### src/rtl/smart_home_pkg.sv
// Types and constants shared by the smart-home control blocks
// (weather_alarm upstream, window_actuator_ctrl downstream).
package smart_home_pkg;

  localparam int N_WIN_DEFAULT = 8;

  typedef enum logic [1:0] {
    IDLE    = 2'd0,
    PENDING = 2'd1,
    DRIVING = 2'd2,
    FAULT   = 2'd3
  } win_state_e;

endpackage

### src/rtl/limit_debounce.sv
// One limit-switch input: two-flop synchroniser followed by a counter that
// accepts a new level only after DEBOUNCE consecutive equal synced samples.
module limit_debounce #(
  parameter int DEBOUNCE = 16
) (
  input  logic clk,
  input  logic rst_n,
  input  logic raw_in,
  output logic closed
);

  localparam int CNT_W = (DEBOUNCE > 1) ? $clog2(DEBOUNCE) : 1;

  logic             r_sync1;
  logic             r_sync2;
  logic             r_db;
  logic [CNT_W-1:0] r_cnt;

  always_ff @(posedge clk) begin
    if (!rst_n) begin
      r_sync1 <= 1'b0;
      r_sync2 <= 1'b0;
      r_db    <= 1'b0;
      r_cnt   <= '0;
    end else begin
      r_sync1 <= raw_in;
      r_sync2 <= r_sync1;
      // Any sample matching the accepted level restarts the run.
      if (r_sync2 == r_db) begin
        r_cnt <= '0;
      end else if (r_cnt == CNT_W'(DEBOUNCE - 1)) begin
        r_db  <= r_sync2;
        r_cnt <= '0;
      end else begin
        r_cnt <= r_cnt + 1'b1;
      end
    end
  end

  assign closed = r_db;

endmodule

### src/rtl/window_actuator_ctrl.sv
// Per-window close-motor controller: debounced limit feedback, per-window FSM
// with drive timeout, and a round-robin arbiter capping concurrent motors.
module window_actuator_ctrl
  import smart_home_pkg::*;
#(
  parameter int N_WIN       = N_WIN_DEFAULT,
  parameter int MAX_ACTIVE  = 2,
  parameter int TIMEOUT_CYC = 50000,
  parameter int DEBOUNCE    = 16
) (
  input  logic             clk,
  input  logic             rst_n,
  input  logic [N_WIN-1:0] window_close_cmd,
  input  logic [N_WIN-1:0] limit_closed,
  input  logic [N_WIN-1:0] fault_clr,
  output logic [N_WIN-1:0] motor_en,
  output logic [N_WIN-1:0] window_state,
  output logic [N_WIN-1:0] fault,
  output logic             busy
);

  localparam int RR_W  = (N_WIN > 1) ? $clog2(N_WIN) : 1;
  localparam int TMR_W = $clog2(TIMEOUT_CYC);
  localparam int CNT_W = $clog2(N_WIN + 1);

  win_state_e       r_state [N_WIN];
  logic [TMR_W-1:0] r_timer [N_WIN];
  logic [RR_W-1:0]  r_rr;
  logic [N_WIN-1:0] r_motor_en;
  logic [N_WIN-1:0] r_fault;
  logic             r_busy;

  logic [N_WIN-1:0] w_closed;
  logic [N_WIN-1:0] w_eligible;
  logic [N_WIN-1:0] w_driving;
  logic [CNT_W-1:0] w_active_cnt;
  logic             w_grant_vld;
  logic [RR_W-1:0]  w_grant_idx;
  logic [RR_W-1:0]  w_rr_next;
  logic [RR_W:0]    w_sum;
  logic             w_busy_next;

  genvar gi;
  generate
    for (gi = 0; gi < N_WIN; gi++) begin : g_win
      limit_debounce #(.DEBOUNCE(DEBOUNCE)) u_db (
        .clk    (clk),
        .rst_n  (rst_n),
        .raw_in (limit_closed[gi]),
        .closed (w_closed[gi])
      );
      // A window leaving PENDING this cycle is not offered a grant.
      assign w_eligible[gi] = (r_state[gi] == PENDING) && window_close_cmd[gi] && !w_closed[gi];
      assign w_driving[gi]  = (r_state[gi] == DRIVING);
    end
  endgenerate

  assign window_state = ~w_closed;

  // Count uses current state, so a slot released this cycle is free next cycle.
  always_comb begin
    w_active_cnt = '0;
    for (int i = 0; i < N_WIN; i++) begin
      if (w_driving[i]) w_active_cnt = w_active_cnt + 1'b1;
    end
  end

  always_comb begin
    w_grant_vld = 1'b0;
    w_grant_idx = '0;
    w_sum       = '0;
    if (w_active_cnt < CNT_W'(MAX_ACTIVE)) begin
      // Walk downward so the closest eligible index after r_rr wins.
      for (int k = N_WIN - 1; k >= 0; k--) begin
        w_sum = {1'b0, r_rr} + (RR_W + 1)'(k);
        if (w_sum >= (RR_W + 1)'(N_WIN)) w_sum = w_sum - (RR_W + 1)'(N_WIN);
        if (w_eligible[w_sum[RR_W-1:0]]) begin
          w_grant_vld = 1'b1;
          w_grant_idx = w_sum[RR_W-1:0];
        end
      end
    end
  end

  assign w_rr_next = (w_grant_idx == RR_W'(N_WIN - 1)) ? '0 : w_grant_idx + 1'b1;

  always_comb begin
    w_busy_next = 1'b0;
    for (int i = 0; i < N_WIN; i++) begin
      case (r_state[i])
        IDLE:    if (window_close_cmd[i] && !w_closed[i]) w_busy_next = 1'b1;
        PENDING: if (window_close_cmd[i] && !w_closed[i]) w_busy_next = 1'b1;
        DRIVING: if (!w_closed[i] && (r_timer[i] != TMR_W'(TIMEOUT_CYC - 1))) w_busy_next = 1'b1;
        default: ;
      endcase
    end
  end

  always_ff @(posedge clk) begin
    if (!rst_n) begin
      for (int i = 0; i < N_WIN; i++) begin
        r_state[i] <= IDLE;
        r_timer[i] <= '0;
      end
      r_rr       <= '0;
      r_motor_en <= '0;
      r_fault    <= '0;
      r_busy     <= 1'b0;
    end else begin
      r_busy <= w_busy_next;
      if (w_grant_vld) r_rr <= w_rr_next;
      for (int i = 0; i < N_WIN; i++) begin
        case (r_state[i])
          IDLE: begin
            if (window_close_cmd[i] && !w_closed[i]) r_state[i] <= PENDING;
          end
          PENDING: begin
            if (!window_close_cmd[i] || w_closed[i]) begin
              r_state[i] <= IDLE;
            end else if (w_grant_vld && (w_grant_idx == RR_W'(i))) begin
              r_state[i]    <= DRIVING;
              r_timer[i]    <= '0;
              r_motor_en[i] <= 1'b1;
            end
          end
          DRIVING: begin
            // Closing wins over a simultaneous timeout.
            if (w_closed[i]) begin
              r_state[i]    <= IDLE;
              r_motor_en[i] <= 1'b0;
            end else if (r_timer[i] == TMR_W'(TIMEOUT_CYC - 1)) begin
              r_state[i]    <= FAULT;
              r_motor_en[i] <= 1'b0;
              r_fault[i]    <= 1'b1;
            end else if (r_timer[i] != '1) begin
              r_timer[i] <= r_timer[i] + 1'b1;
            end
          end
          FAULT: begin
            if (fault_clr[i]) begin
              r_state[i] <= IDLE;
              r_fault[i] <= 1'b0;
            end
          end
          default: r_state[i] <= IDLE;
        endcase
      end
    end
  end

  assign motor_en = r_motor_en;
  assign fault    = r_fault;
  assign busy     = r_busy;

endmodule
### config.mk
export PLATFORM = sky130hd
export DESIGN_NAME = window_actuator_ctrl
export DESIGN_NICKNAME = d
export VERILOG_FILES = /design/src/rtl/smart_home_pkg.sv /design/src/rtl/limit_debounce.sv /design/src/rtl/window_actuator_ctrl.sv
export SDC_FILE = /design/constraint.sdc
export NUM_CORES = 1
export LEC_CHECK = 0
export ABC_AREA = 1
export BUFFER_PORTS_ARGS = -buffer_cell sky130_fd_sc_hd__clkbuf_2
export CELL_PAD_IN_SITES_DETAIL_PLACEMENT = 1
export CELL_PAD_IN_SITES_GLOBAL_PLACEMENT = 2
export CORE_MARGIN = 10
export CORE_UTILIZATION = 39
export CTS_BUF_LIST = sky130_fd_sc_hd__clkbuf_4
export DETAILED_ROUTE_END_ITERATION = 7
export HOLD_SLACK_MARGIN = 0.15
export PLACE_DENSITY_LB_ADDON = 0.12
export SLEW_MARGIN = 0
export SYNTH_ARGS = -nofsm -noshare
export SYNTH_HDL_FRONTEND = slang
export SYNTH_SLANG_ARGS = --single-unit
### constraint.sdc
create_clock -name clk -period 7.1 [get_ports clk]
set_input_delay 0.355 -clock clk [delete_from_list [all_inputs] [get_ports clk]]
set_output_delay 0.355 -clock clk [all_outputs]
set_load 0.02 [all_outputs]
Word level (Yosys, flattened, before mapping)
Memory sizes are Yosys's and may differ from the RTL's. Cells that the tools add are included.

Memories kept: 2. Latch bits: 0. Output and inout bits: 25. Word-level logic and storage cells: 905. Bits in read-only memories: 0. Register bits: 76. RAM bits: 144. Input bits: 26.

Memory list: r_timer (words 8, width 16, read ports 8, clocked after Yosys merged registers in 0, wr ports 8, line window_actuator_ctrl.sv:27) `logic [TMR_W-1:0] r_timer [N_WIN];`; r_state (words 8, width 2, read ports 8, clocked after Yosys merged registers in 0, wr ports 8, line window_actuator_ctrl.sv:26) `win_state_e r_state [N_WIN];`.

Bitwise operators: 74. Equal/unequal tests: 119. $add $sub $neg: 39. Mux-type cells: 475. Order comparisons: 17. Shift operators: 0. $mul: 0. Divide/modulo/power cells: 0. Reduce and logical (&&, ||, !) cells: 129.

Operator list (count): 1-bit 2-to-1 mux (346); 16-bit 2-to-1 mux (16); 16-bit != test, second input constant (16); 16-bit by 1-bit adder with 16-bit output, second input constant (8); 16-bit == test, second input constant (8); 2-bit 2-to-1 mux (48); 3-bit 2-to-1 mux (26); 1-bit bitwise OR (64); 4-bit AND reduction (16); 4-bit by 1-bit adder with 4-bit output, second input constant (15); 2-bit != test, second input constant (24); 1-bit case mux with 2 select lines (24); 1-bit logical AND (40); 2-bit == test, second input constant (16); 4-bit == test, second input constant (8); 3-bit by 4-bit less-than comparator with 1-bit output, second input constant (8); 2-bit by 1-bit != test with 1-bit output, second input constant (16); 2-bit nonzero test (16); 4-bit greater-or-equal comparator, second input constant (7); 4-bit 2-to-1 mux (7); 1-bit binary-select mux with 3-bit select (8); 3-bit by 1-bit != test with 1-bit output, second input constant (8); 3-bit OR reduction (8); 3-bit by 1-bit subtractor with 3-bit output, second input constant (8); other kinds (19) (92).

Depth between registers and ports, before layout
An unclocked memory read counts as a cell.

Word-level depth: 41. Mapped depth: 35.

By module
From an unflattened synthesis, not the netlist that was laid out.

Cell total of the unflattened synthesis: 1714. Area total of the unflattened synthesis: 13499.2 sq um.

Modules (own cells, without submodules): window_actuator_ctrl (times used 1, cells each 1442, area each 11307.1 sq um); limit_debounce (times used 8, cells each 34, area each 274.0 sq um).

Worst setup path before layout
Ideal clock, no wire load.

Path kind: register to register. Start: memory r_state[0][0] (netlist bit). End: memory r_timer[1][48] (netlist bit), enable pin. Path slack: 1.683 ns. Library setup time: 0.375 ns. Cell stages (with the launch flop): 29. Arrival time: 5.042 ns. Cells stage by stage: edfxtp_1 -> inv_1 -> ha_1 -> inv_1 -> ha_1 -> nand2_2 -> nand2_2 -> xnor2_1 -> o21ai_0 -> ha_1 -> or2_0 -> nand2_1 -> xnor2_1 -> o21ai_0 -> ha_1 -> or2_2 -> a21boi_2 -> ha_1 -> nand2_1 -> nand2_1 -> a21oi_2 -> nand3_4 -> inv_1 -> o21ai_0 -> a31oi_1 -> ha_1 -> ha_1 -> nand4_1 -> nand3_1.

RTL lines (line): start: declaration (window_actuator_ctrl.sv:26); end: declaration (window_actuator_ctrl.sv:27).

==> summary by stage <==
Status
The run finished with clean final reports.

Layout
The share of layout cells above drive strength 1 is 0.120. The number of fill cells in the layout is 4156. The signed area change from the synthesized netlist to the final layout is 15.0%. The multi-input combinational cells in the finished layout cover a total of 6240 um^2.

Across the whole layout, storage elements account for 5850 um^2. In the final design database the tool counted ~1900 nets.

Timing
The clock tree skew after final layout is about 0.04 ns. Dividing the final minimum period by the clock period gives 0.873. For this run, the top clock speed supported by timing is about 160 MHz. The max-slew headroom at the worst pin is 0.442. The clock period minus final worst setup slack is just over 6 ns. The setup violation total in the final timing report is 0. For the pin with the worst max-slew slack, the measured transition is 0.835 ns. On the final layout, the worst hold slack is 0.276 ns. Setup repair after global routing left no endpoint under its margin.

The number of max-slew violations in the final report is 0. The hold violation count in the final report is 0. Summed over all failing endpoints, the final setup total negative slack is 0 ns.

Synthesis
The register bit total from synthesis is 220. The distinct cell type count of the synthesized netlist is between 50 and 60. For this run, the number of Yosys warnings is 0. In the synthesized netlist, the number of instances is roughly 1600. The count of flip-flops with a built-in enable after synthesis is roughly 140. The synthesized net count is 1731.

Ranked by total cell area, the synthesized netlist is headed by sky130_fd_sc_hd__edfxtp_1, sky130_fd_sc_hd__dfxtp_1, sky130_fd_sc_hd__nand2_1. The area share of the largest cell type after synthesis is 0.331. The cell type with the largest total area after synthesis is sky130_fd_sc_hd__edfxtp_1. The total standard cell area after synthesis is approximately 13000 um^2. The post-synthesis area per instance is 7.97 um^2. The share of the Yosys chip area taken by registers is 0.447. The most common cell in the synthesized netlist is sky130_fd_sc_hd__nand2_1. In the synthesized netlist, the cells that appear most often are sky130_fd_sc_hd__nand2_1, sky130_fd_sc_hd__inv_1, sky130_fd_sc_hd__nor2_1. The dominant synthesized flop cell is sky130_fd_sc_hd__edfxtp_1. Counting flops with an async set or reset pin after synthesis yields a share of 0.

Route
In this run the remaining antenna-violating nets after routing total 0. The final layout contains routed wiring with a total length of around 34000 um. The detailed-routing iteration count for the pre-antenna-repair pass is 4.

For this block, the via count after detailed routing is between 10000 and 15000. The violation count after the first detailed-routing iteration is 359. The per-cell via count in the routed design is 4.93. The average wire length per cell after detail routing is between 10 and 15 um.

In the routed design, unresolved DRC markers number 0.

Floorplanning
In this run the core area contains 67 standard-cell rows. The standard cell core area is between 30000 and 40000 um^2. The height of the chip is 203 um. Pin placement for this block handled just over 50 I/O pins. For this configuration, the core starts out at a cell density of 0.393. The floorplan step defined a die boundary enclosing about 41000 um^2. Measured along the x axis, the die boundary spans roughly 200 um.

Setup path
The most repeated library cell on the critical path is sky130_fd_sc_hd__ha_1. The worst setup path is launched from a flip-flop. The capturing element type of the critical path is a flip-flop. Setup slack on the worst reg-to-reg path comes out at roughly 0.9 ns. STA puts the critical path data arrival time at approximately 6.4 ns. The worst reg-to-reg path cell count is 28. The highest fanout seen on the critical path is 16. The startpoint of the most critical register-to-register path is r_state[0][0]. At the worst endpoint, the required time is ~7.3 ns. In this design, the stage delay of the slowest critical-path cell is about 0.60 ns. The type of the worst setup path is reg -> reg. The largest individual stage delay along the critical path comes from the cell sky130_fd_sc_hd__nand3_1. In this run the critical register-to-register path is captured at r_timer[1][8].

Place
The final RePlAce weighted congestion is approximately 0.77. The detailed-placement wirelength estimate is ~25000 um. Input and output buffers added on the ports amount to 50.

Pwr
IR analysis of the VDD net gives a maximum drop of 128 uV. The analysis attributes to cell leakage a power of between 6 and 7 nW. Of the total power, registers draw 0.393. The internal power contribution is between 2 and 3 mW. The total power is 4.05 mW. The portion of total power attributed to combinational logic is 0.277.

Of the total power, the share spent switching nets is 0.354. The share of total power in the clock network is 0.330. The power density relative to cell area is between 200 and 300 nW/um^2.

In this run the power spent charging and discharging nets is around 1.4 mW.

Global route
The number of global-route vias before repair is between 10000 and 15000. Global routing finished with a remaining overflow of 0. The overall global routing resource usage is 0.166. The maximum number of pins on one net before global-route repair is 51. The global-route wire length before repair is ~57000 um. The number of antenna violations at the first check in global routing came to 1.

Hold path
In this run the worst hold path is classified as in -> reg. The worst hold path passes through 5 cells. In this run the most critical hold path is launched from window_close_cmd[4]. The endpoint of the worst hold path is motor_en[4].

CTS
The clock passes through at most 3 buffers. The CTS root buffer is sky130_fd_sc_hd__clkbuf_4. The clock sink count is 220. The clock latency reported for the late side of the worst-skew pair is between 0.7 and 0.8 ns. TritonCTS built the clock tree.

Buffers inserted during clock tree synthesis total 67. The CTS clock-pin slew for the worst setup and hold paths is 0.06 ns. The number of levels in the clock H-tree is 3. Gates resized during post-CTS repair numbered 0.

Flow run
The number of max-cap violations is 0.
-- power by group through the flow --
stage | clock (mW) | sequential (mW) | combinational (mW)
6_report | 1.34 | 1.59 | 1.12
5_1_grt | 1.47 | 1.61 | 1.29
4_1_cts | 1.39 | 1.59 | 1.14
3_5_place_dp | 0 | 1.62 | 1.12
3_3_place_gp | 0 | 1.62 | 1.10
2_1_floorplan | 0 | 1.59 | 0.840
-- sequential cells by signal (all words and copies together), names as in the netlist --
register and flops:
busy 1, fault 8, g_win.u_db.closed 8, g_win.u_db.r_cnt 32, g_win.u_db.r_sync1 8, g_win.u_db.r_sync2 8, motor_en 8, r_rr 3
r_state 16, r_timer 128
-- how the worst max path moves through the flow --
stage | from | endpoint | slack, ns | cells after the start
2_1_floorplan | r_state[0][0] | r_timer[1][48] | 1.68 | 28
3_3_place_gp | r_state[0][0] | r_timer[0][6] | 1.03 | 28
3_5_place_dp | r_state[0][0] | r_timer[0][18] | 0.79 | 28
4_1_cts | r_state[0][0] | r_timer[0][21] | 0.80 | 28
5_1_grt | r_state[0][0] | r_timer[1][0] | 0.30 | 28
6_report | r_state[0][0] | r_timer[1][8] | 0.90 | 28
-- metal layers --
layer / part of all wire / global-route usage
met5: 0 / 0
met4: 0.017 / 0.0557
met3: 0.034 / 0.0330
met2: 0.47 / 0.274
met1: 0.48 / 0.212
-- cell usage in the layout, fill, tap and decap left out, types with 5 or more instances in the layout --
| master | n |
|---|---|
| sky130_fd_sc_hd__buf_4 | 9 |
| sky130_fd_sc_hd__o21ai_0 | 58 |
| sky130_fd_sc_hd__or2_2 | 12 |
| sky130_fd_sc_hd__edfxtp_1 | 144 |
| sky130_fd_sc_hd__nor3_1 | 49 |
| sky130_fd_sc_hd__dfxtp_1 | 76 |
| sky130_fd_sc_hd__nand3_1 | 122 |
| sky130_fd_sc_hd__inv_1 | 231 |
| sky130_fd_sc_hd__nor3b_1 | 33 |
| sky130_fd_sc_hd__nand2_2 | 12 |
| sky130_fd_sc_hd__nor2_1 | 222 |
| sky130_fd_sc_hd__a31oi_1 | 14 |
| sky130_fd_sc_hd__a21oi_1 | 89 |
| sky130_fd_sc_hd__inv_2 | 7 |
| sky130_fd_sc_hd__dlygate4sd3_1 | 27 |
| sky130_fd_sc_hd__ha_1 | 64 |
| sky130_fd_sc_hd__nand4_1 | 30 |
| sky130_fd_sc_hd__clkinv_1 | 12 |
| sky130_fd_sc_hd__clkbuf_4 | 103 |
| sky130_fd_sc_hd__nor4_1 | 17 |
| sky130_fd_sc_hd__nand3_2 | 5 |
| sky130_fd_sc_hd__xor2_1 | 42 |
| sky130_fd_sc_hd__clkbuf_2 | 49 |
| sky130_fd_sc_hd__nand2_1 | 322 |
| sky130_fd_sc_hd__xnor2_1 | 20 |
-- worst max-delay path: cells and delay by family (launching register included) --
family | cells | cell delay [ns]
AO/OA/AOI/OAI | 6 | 1.04
XOR/XNOR | 2 | 0.25
adder cells (fa/ha/maj) | 6 | 1.68
buffers and inverters | 4 | 0.39
flip-flops | 1 | 0.42
AND/OR/NAND/NOR | 10 | 1.92
-- repair_timing --
action / CTS / global route
hold buffers: 27 / 0
setup buffers: 0 / 0
hold endpoints to repair: 56 / 0
-- layout make-up --
class                           instances  share of cell area
Clock inverter                         17             0.00965
Sequential cell                       220               0.389
Clock buffer                          103              0.0514
Antenna cell                            1            0.000166
Multi-Input combinational cell       1158               0.415
Tap cell                              448              0.0373
Inverter                              238              0.0594
Timing Repair Buffer                   85              0.0388
-- stage by stage --
step                      cell area [um^2]  std cells  setup slack [ns]   util
after floorplan                      13100       1641              1.68      -
after global placement               13900       2122              1.03  0.416
after CTS                            15000       2269             0.802  0.452
after detailed placement             13900       2122             0.793  0.416
final                                15000       2270             0.903  0.452
after global routing                 15000       2270             0.295  0.452
-- logic make-up (layout without fill, tap and decap cells) --
group | Yosys count | count (layout) | synth area share
buffers and inverters | 263 | 443 | 0.0766
and+or+nand+nor | 836 | 836 | 0.288
AOI/OAI and AO/OA | 195 | 195 | 0.0850
adders and majority gates | 64 | 64 | 0.0612
other | 0 | 1 | 0
xor gates and xnor gates | 62 | 62 | 0.0415
DFF | 220 | 220 | 0.447
muxes | 1 | 1 | 0.000765
Note: power is estimated with default switching activity, not from simulation.
